==> src/rtl/mult_acc_pkg.sv <==
// rtl/mult_acc_pkg.sv - shared types and constants for the product accumulator tile
package mult_acc_pkg;

   typedef enum logic [1:0] {
      ACCUM    = 2'd0,
      DRAIN_LO = 2'd1,
      DRAIN_HI = 2'd2
   } state_t;

   localparam int BYTE_W = 8;

   // Counter must hold NUM_TERMS itself while the frame drains.
   function automatic int cnt_w(input int num_terms);
      return $clog2(num_terms + 1);
   endfunction

endpackage

==> src/rtl/acc_byte_serializer.sv <==
// rtl/acc_byte_serializer.sv - drains a frame sum as low byte then high byte over valid/ready
module acc_byte_serializer
   import mult_acc_pkg::*;
#(
   parameter int ACC_W = 16
) (
   input  logic              clk,
   input  logic              rst_n,
   input  logic              clear,
   input  logic              i_load,
   input  logic [ACC_W-1:0]  i_sum,
   input  logic              out_ready,
   output logic [BYTE_W-1:0] out_byte,
   output logic              out_valid,
   output logic              busy,
   output logic              o_idle,
   output logic              o_done
);

   state_t            r_state;
   state_t            w_state_nxt;
   logic [BYTE_W-1:0] r_byte;
   logic [BYTE_W-1:0] r_hi;

   always_ff @(posedge clk or negedge rst_n) begin
      if (!rst_n) r_state <= ACCUM;
      else        r_state <= w_state_nxt;
   end

   always_comb begin
      w_state_nxt = r_state;
      o_done      = 1'b0;
      if (clear) begin
         w_state_nxt = ACCUM;
      end else begin
         case (r_state)
            ACCUM:    if (i_load)    w_state_nxt = DRAIN_LO;
            DRAIN_LO: if (out_ready) w_state_nxt = DRAIN_HI;
            DRAIN_HI: if (out_ready) begin
               w_state_nxt = ACCUM;
               o_done      = 1'b1;
            end
            default:  w_state_nxt = ACCUM;
         endcase
      end
   end

   // The high byte is captured with the low byte so the drain never looks back at the accumulator.
   always_ff @(posedge clk or negedge rst_n) begin
      if (!rst_n) begin
         r_byte <= '0;
         r_hi   <= '0;
      end else if (clear) begin
         r_byte <= '0;
         r_hi   <= '0;
      end else if (r_state == ACCUM && i_load) begin
         r_byte <= i_sum[BYTE_W-1:0];
         r_hi   <= BYTE_W'(i_sum >> BYTE_W);
      end else if (r_state == DRAIN_LO && out_ready) begin
         r_byte <= r_hi;
      end else if (r_state == DRAIN_HI && out_ready) begin
         r_byte <= '0;
      end
   end

   assign out_byte  = r_byte;
   assign out_valid = (r_state == DRAIN_LO) || (r_state == DRAIN_HI);
   assign busy      = out_valid;
   assign o_idle    = (r_state == ACCUM);

endmodule

==> src/rtl/mult_accumulator.sv <==
// rtl/mult_accumulator.sv - sums NUM_TERMS multiplier products per frame and returns the sum bytewise
module mult_accumulator
   import mult_acc_pkg::*;
#(
   parameter int NUM_TERMS = 4,
   parameter int ACC_W     = 16
) (
   input  logic              clk,
   input  logic              rst_n,
   input  logic              clear,
   input  logic [BYTE_W-1:0] prod_i,
   input  logic              prod_valid,
   output logic              prod_ready,
   output logic [BYTE_W-1:0] out_byte,
   output logic              out_valid,
   input  logic              out_ready,
   output logic              overflow,
   output logic              busy
);

   localparam int               CNT_W = cnt_w(NUM_TERMS);
   localparam logic [CNT_W-1:0] LAST  = CNT_W'(NUM_TERMS - 1);

   logic [ACC_W-1:0] r_acc;
   logic [CNT_W-1:0] r_count;
   logic             r_overflow;
   logic [ACC_W:0]   w_sum;
   logic             w_xfer;
   logic             w_last;
   logic             w_done;

   assign w_sum  = {1'b0, r_acc} + {{(ACC_W + 1 - BYTE_W){1'b0}}, prod_i};
   assign w_xfer = prod_valid & prod_ready & ~clear;
   assign w_last = w_xfer & (r_count == LAST);

   // Overflow restarts on the first addend of a frame, otherwise it accumulates the carry.
   always_ff @(posedge clk or negedge rst_n) begin
      if (!rst_n) begin
         r_acc      <= '0;
         r_count    <= '0;
         r_overflow <= 1'b0;
      end else if (clear) begin
         r_acc      <= '0;
         r_count    <= '0;
         r_overflow <= 1'b0;
      end else if (w_xfer) begin
         r_acc      <= w_sum[ACC_W-1:0];
         r_count    <= r_count + CNT_W'(1);
         r_overflow <= ((r_count != '0) & r_overflow) | w_sum[ACC_W];
      end else if (w_done) begin
         r_acc   <= '0;
         r_count <= '0;
      end
   end

   assign overflow = r_overflow;

   acc_byte_serializer #(
      .ACC_W(ACC_W)
   ) u_ser (
      .clk       (clk),
      .rst_n     (rst_n),
      .clear     (clear),
      .i_load    (w_last),
      .i_sum     (w_sum[ACC_W-1:0]),
      .out_ready (out_ready),
      .out_byte  (out_byte),
      .out_valid (out_valid),
      .busy      (busy),
      .o_idle    (prod_ready),
      .o_done    (w_done)
   );

endmodule
==> config.mk <==
export PLATFORM = sky130hd
export DESIGN_NAME = mult_accumulator
export DESIGN_NICKNAME = d
export VERILOG_FILES = /design/src/rtl/mult_acc_pkg.sv /design/src/rtl/acc_byte_serializer.sv /design/src/rtl/mult_accumulator.sv
export SDC_FILE = /design/constraint.sdc
export NUM_CORES = 1
export LEC_CHECK = 0
export CELL_PAD_IN_SITES_DETAIL_PLACEMENT = 0
export CELL_PAD_IN_SITES_GLOBAL_PLACEMENT = 1
export CORE_ASPECT_RATIO = 1.25
export CORE_MARGIN = 3
export CORE_UTILIZATION = 43
export DETAILED_ROUTE_END_ITERATION = 8
export HOLD_SLACK_MARGIN = 0.06
export MAX_ROUTING_LAYER = met4
export PLACE_DENSITY = 0.88
export SKIP_LAST_GASP = 1
export SLEW_MARGIN = 15
export SYNTH_ARGS = -nofsm -noshare
export SYNTH_HDL_FRONTEND = slang
export SYNTH_SLANG_ARGS = --single-unit
export TNS_END_PERCENT = 100
==> constraint.sdc <==
create_clock -name clk -period 2.94 [get_ports clk]
set_clock_uncertainty 0.05 [all_clocks]
set_input_delay 0.882 -clock clk [delete_from_list [all_inputs] [get_ports clk]]
set_output_delay 0.882 -clock clk [all_outputs]
set_load 0.03 [all_outputs]
==> results of run 1 <==
## metal layers
metal  track usage, %  vias to the layer above  share of wire, %
li1                 -                      943                 -
met1             24.9                      919                46
met2             33.0                       47                49
met3             1.99                        7               3.5
met4             6.79                        0               1.4
met5                -                        -                 0
## worst max-delay path, delay by kind of cell (launching register included)
family,cells,cell delay (ps)
flip-flops,1,430
adder cells (fa/ha/maj),1,350
buffers and inverters,2,840
## cell type report
type,instances,area (um^2)
Fill cell,466,2080
Multi-Input combinational cell,177,1170
Clock inverter,2,12.5
Clock buffer,6,82.6
Inverter,9,33.8
Tap cell,60,75.1
Timing Repair Buffer,49,423
Sequential cell,38,951
## through the flow
| stage | setup TNS, ps | hold WS (ps) | power [W] | util (%) | cells |
|---|---|---|---|---|---|
| 6_report | 0 | 437 | 0.00129 | 56.9 | 341 |
| 3_3_place_gp | -2150 | 400 | 0.000909 | 54.7 | 333 |
| 4_1_cts | 0 | 443 | 0.00130 | 56.7 | 341 |
| 2_1_floorplan | 0 | 399 | 0.000740 | - | 235 |
| 3_5_place_dp | -2660 | 422 | 0.000910 | 54.7 | 333 |
| 5_1_grt | 0 | 463 | 0.00136 | 56.9 | 341 |
## state kept, by name, indices dropped and copies added, names as in the netlist
register	flops
r_acc	16
r_count	3
u_ser.r_state	2
u_ser.r_hi	8
overflow	1
u_ser.out_byte	8
## power by group
group	switching, W	internal, W
Sequential	0.0000197	0.000545
Clock	0.000193	0.000189
Combinational	0.000172	0.000168
Total	0.000385	0.000902
## cell usage after synthesis, types with 2 or more instances
cell,number
ha_1,15
nand3b_1,2
dfrtp_1,38
a21oi_1,12
clkbuf_1,6
a22oi_1,5
o21ai_0,21
inv_1,9
o22ai_1,5
nand4_1,3
nor3_1,2
and3_1,2
xnor2_1,8
buf_2,3
and2_1,5
nor2_1,7
nand2b_1,3
o211ai_1,6
nand2_1,36
a31oi_1,5
a22o_1,3
or4_1,3
nand3_1,7
xor2_1,3
a21o_1,3
a32oi_1,3
## worst min-delay path by stage
| stage | start | to | slack (ps) | depth (start not counted) |
|---|---|---|---|---|
| finish | r_acc[7] | r_acc[7] | 440 | 2 |
| global route | r_acc[5] | r_acc[5] | 460 | 2 |
| CTS | r_acc[5] | r_acc[5] | 440 | 2 |
| detailed placement | u_ser.r_hi[6] | u_ser.r_hi[6] | 420 | 2 |
| global placement | u_ser.out_byte[2] | u_ser.out_byte[2] | 400 | 2 |
| floorplan | u_ser.r_hi[6] | u_ser.r_hi[6] | 400 | 2 |
## logic make-up (layout without fill, tap and decap cells)
logic type / count (synthesis) / count (layout) / share of synthesized area [%]
compound gates: 74 / 74 / 22.0
xor+xnor: 11 / 11 / 4.39
fa+ha+maj: 16 / 16 / 9.45
buf+inv: 20 / 66 / 3.76
flops: 38 / 38 / 43.3
mux: 1 / 1 / 0.456
simple gates: 75 / 75 / 16.7
==> run metrics, run 1 <==
status=complete, no violations; Least-Margin Pin Slew=857 ps; die area=6010 um^2; Routed WL per cell=15.6 um; H-tree levels=2; crit-path max FO=9; largest net degree at the start of global routing=39; Worst Path Required=2010 ps; Via density=5.62; yosys warns=0; CTS Root Cell=clkbuf_8; ANT nets after route=0; synth top area cells=dfrtp_1, ha_1, nand2_1, o21ai_0, xnor2_1; clk buf depth=2; most frequent cells in the layout=dfrtp_1, nand2_1, buf_4; Crit path largest cell delay=740 ps; R2R Setup Slk=820 ps; hold buffers post-CTS=0; Worst R2R Start=u_ser.r_state[0]; P_leak=1.22 nW; FP Rows=28; critical path startpoint=u_ser.r_state[0]; mapped cell area=2200 um^2; Crit Path Class=reg2out; post-CTS setup buffer count=0; register area share after synthesis=43.3%; nets=309; dpl ws=-285 ps; Setup crit end=prod_ready; top_reg_cell synth=dfrtp_1; Yosys top cell area share=43.3%; DR pass1 iterations=4; area of the core=4830 um^2; initial core utilization=45.4%; wire length of the first global-routing pass=9300 um; Fin. Hold Viols=0; clk_lat worst skew=290 ps; Buffers on Ports=24; worst vdd ir=0.241 mV; Max Slew Vio Count=0; Worst Hold Class=reg2reg; drt initial violations=111; initial antenna violation count=0; IO Pins=25; Cells after Synth=235; GPL Wtd Cong=0.828; CP Capture Type=output port; Total Wirelength=5340 um; Unique masters post-synth=46; Final Cell Area=2750 um^2; slew margin rel.=42.9%; Reg2Reg Depth=6; ant diodes=0; CTS tree=yes; unrepaired setup endpoints after global routing=false; commonest non-fill, non-tap cell in the layout=dfrtp_1; Layout area overhead=25.2%; drc violations=0; die width=69.9 um; clock-pin slew on the worst setup and hold paths=80 ps; Final Setup Violations=0; mean post-synth cell area=9.35 um^2; reg2reg end=u_ser.r_hi[4]; Worst Setup Slack, final=113 ps; Fmax achieved=0.354 GHz; share of cells above drive strength 1=13.9%; die span in y=85.9 um; asr flop ratio synth=100%; Num CTS Buffers=5; WP data arrival=1900 ps; CP Launch Type=flip-flop; minimum clock period=2830 ps; routed vias=1916; HPWL Detailed=4060 um; period utilization=96.2%; Resize count post-CTS=0; CP cell instances=inv_1, ha_1, clkdlybuf4s50_1; CTS sink count=38; cell taking the most area after synthesis=dfrtp_1; max-cap violations=0; flops & latches, synth=38; GRT Total Usage=19.7%; Post-synth EDFFs=0; pwr dens=468 nW/um^2; grt total ovfl=0; DP Area=2650 um^2; Post-Syn Nets=264; vias in the first global route=1922; Critical Path Slowest Stage Cell=clkdlybuf4s50_1
No activity file was read; power rests on OpenSTA's default activity.
==> inputs of run 2 (changes only) <==
--- a/config.mk
+++ b/config.mk
@@ -5,6 +5,7 @@
 export SDC_FILE = /design/constraint.sdc
 export NUM_CORES = 1
 export LEC_CHECK = 0
+export CAP_MARGIN = 25
 export CELL_PAD_IN_SITES_DETAIL_PLACEMENT = 0
 export CELL_PAD_IN_SITES_GLOBAL_PLACEMENT = 1
 export CORE_ASPECT_RATIO = 1.25
==> results of run 2 <==
Final layout, timing and power as in run 1 (identical DEF).
==> edit: new RTL, flow settings as in run 1 <==
Reset style: synchronous (`rst_n`), changed in 3 clocked blocks.
--- a/src/rtl/acc_byte_serializer.sv
+++ b/src/rtl/acc_byte_serializer.sv
@@ -22,7 +22,7 @@
    logic [BYTE_W-1:0] r_byte;
    logic [BYTE_W-1:0] r_hi;
 
-   always_ff @(posedge clk or negedge rst_n) begin
+   always_ff @(posedge clk) begin
       if (!rst_n) r_state <= ACCUM;
       else        r_state <= w_state_nxt;
    end
@@ -46,7 +46,7 @@
    end
 
    // The high byte is captured with the low byte so the drain never looks back at the accumulator.
-   always_ff @(posedge clk or negedge rst_n) begin
+   always_ff @(posedge clk) begin
       if (!rst_n) begin
          r_byte <= '0;
          r_hi   <= '0;
--- a/src/rtl/mult_accumulator.sv
+++ b/src/rtl/mult_accumulator.sv
@@ -34,7 +34,7 @@
    assign w_last = w_xfer & (r_count == LAST);
 
    // Overflow restarts on the first addend of a frame, otherwise it accumulates the carry.
-   always_ff @(posedge clk or negedge rst_n) begin
+   always_ff @(posedge clk) begin
       if (!rst_n) begin
          r_acc      <= '0;
          r_count    <= '0;
Behaviour: not the same (Yosys sat finds a counterexample within 10 cycles, from zero or initial values and one cycle with rst_n low; the reset may be asserted at any time).
==> edit against run 1 <==
Sequential cell count is the same; setup slack gained 93 ps; final cell count grew 0.59%; routed wire length grew 1.1%; synthesized area grew 1.7%; cell area shrank 3.0%; die area grew 1.6%; synthesized cell count grew 6.8%; critical endpoint is now u_ser.out_byte[6]; largest cell class unchanged.
Power is not compared: it rests on default switching activity, and its combinational part moved more than twofold at a synthesized area within 25%.
==> edit: results (changes against run 1) <==
- Post-Place Cells: 335 (was 333)
- GP Congestion: 0.9044 (was 0.8275)
- Total wire length: 5395 µm (was 5335 µm)
- All-Layer GR Usage: 19.41% (was 19.71%)
- Yosys cell types: 52 (was 46)
- Place WS: -93.41 ps (was -285.5 ps)
- Worst hold path type: flip-flop to flip-flop (unchanged)
- Number of gates resized after cts: 0 (unchanged)
- Clock Tree Root: clkbuf_8 (unchanged)
- Slowest Stage Delay on Critical Path: 410 ps (was 740 ps)
- Fraction of layout cells with a size suffix above 1: 14.13% (was 13.88%)
- Vias per cell: 5.668 (was 5.619)
- WP data arrival: 2910 ps (was 1900 ps)
- Slew @ Worst Pin: 578.9 ps (was 856.9 ps)
- Slowest-stage cell, CP: fa_1 (was clkdlybuf4s50_1)
- Pin count of the biggest net entering global routing: 16 (was 39)
- Asr flop ratio synth: 0% (was 100.0%)
- Post-Synthesis Cells: 251 (was 235)
- Largest register FFs: 16 (unchanged)
- CP max FO: 2 (was 9)
- Top cells by count, synth: 38 x dfxtp_1, 28 x nor2_1, 24 x a21oi_1 (was 38 x dfrtp_1, 36 x nand2_1, 21 x o21ai_0)
- IO buf count: 24 (unchanged)
- Ant diodes: 0 (unchanged)
- Ys flop type: dfxtp_1 (was dfrtp_1)
- Yosys warning count: 0 (unchanged)
- Via count: 1,944 (was 1,916)
- Vias in the first global route: 1,972 (was 1,922)
- DRC errors left: 0 (unchanged)
- Outcome: finished clean (unchanged)
- Net Count, Synth: 281 (was 264)
- Ranking of synthesized cells by area: dfxtp_1 34%, ha_1 9.0%, a21oi_1 5.4%, nor2_1 4.7%, a22oi_1 3.4% (was dfrtp_1 43%, ha_1 8.5%, nand2_1 6.2%, o21ai_0 4.8%, xnor2_1 3.2%)
- Register area share after synthesis: 34.04% (was 43.28%)
- Fin nets: 312 (was 309)
- Global-route wire length before repair: 9025 µm (was 9301 µm)
- Fill cells: 459 (was 466)
- Reg clk slew, reported paths: 80 ps (about the same)
- VDD IR max: 0.0002485 V
- Post-DP HPWL: 4200 µm (was 4056 µm)
==> edit: changes by cell type after synthesis, moves of 4 or more <==
cell	before	now
a22oi_1	5	10
xor2_1	3	7
nor2_1	7	28
o21ai_0	21	15
dfxtp_1	0	38
nand2_1	36	8
dfrtp_1	38	0
a21oi_1	12	24
nor3_1	2	8
o22ai_1	5	0
a221oi_1	1	8
or3_1	0	5
nand3_1	7	2
==> edit: cells by family after synthesis <==
family | Yosys count | synth area share, %
and+or+nand+nor | 75 | 17.81
DFF | 38 | 34.04
AOI/OAI and AO/OA | 80 | 25.70
xor gates and xnor gates | 13 | 5.095
buffers and inverters | 24 | 5.711
muxes | 4 | 1.792
adders and majority gates | 17 | 9.854
==> edit: power breakdown <==
group          internal, µW  switching, µW
combinational          50.0           65.1
sequential              517           2.32
clock                   189            198
total                   756            265
==> edit: worst max-delay path, delay by kind of cell <==
family                     cells  cell delay, ps
adders and majority gates      2             630
AOI/OAI and AO/OA              2             500
buffers and inverters          1             400
and+or+nand+nor                2             270
xor gates and xnor gates       1             220
==> edit: final cells by class <==
| type | count | area (µm²) | area share, % |
|---|---|---|---|
| repair buffers | 40 | 360.3 | 13.51 |
| inverters | 8 | 30.03 | 1.126 |
| flip-flops and latches | 38 | 760.7 | 28.52 |
| clock buffers | 6 | 82.58 | 3.096 |
| well taps | 60 | 75.07 | 2.814 |
| clock inverters | 2 | 12.51 | 0.4690 |
| multi-input cells | 189 | 1346 | 50.47 |
==> edit: through the flow <==
step / cell area (µm²) / setup TNS [ps] / util [%]
3_5_place_dp: 2572 / -855.2 / 52.83
3_3_place_gp: 2572 / -615.9 / 52.83
2_1_floorplan: 2235 / 0 / -
6_report: 2668 / 0 / 54.78
4_1_cts: 2668 / 0 / 54.78
5_1_grt: 2668 / 0 / 54.78
==> edit: final timing paths <==
check	start	endpoint	slack, ps	cells past startpoint
max	prod_i[0]	u_ser.out_byte[6]	210	8
min	r_acc[7]	r_acc[7]	420	2
max reg2reg	r_acc[0]	u_ser.out_byte[6]	910	7
min reg2reg	r_acc[7]	r_acc[7]	420	2
==> edit: per-layer routing <==
metal,vias up,GRT usage [%],wire length (µm)
met1,895,21.24,2289
met4,0,11.85,240
met2,46,32.37,2667
li1,985,-,-
met5,-,-,0
met3,18,3.828,198
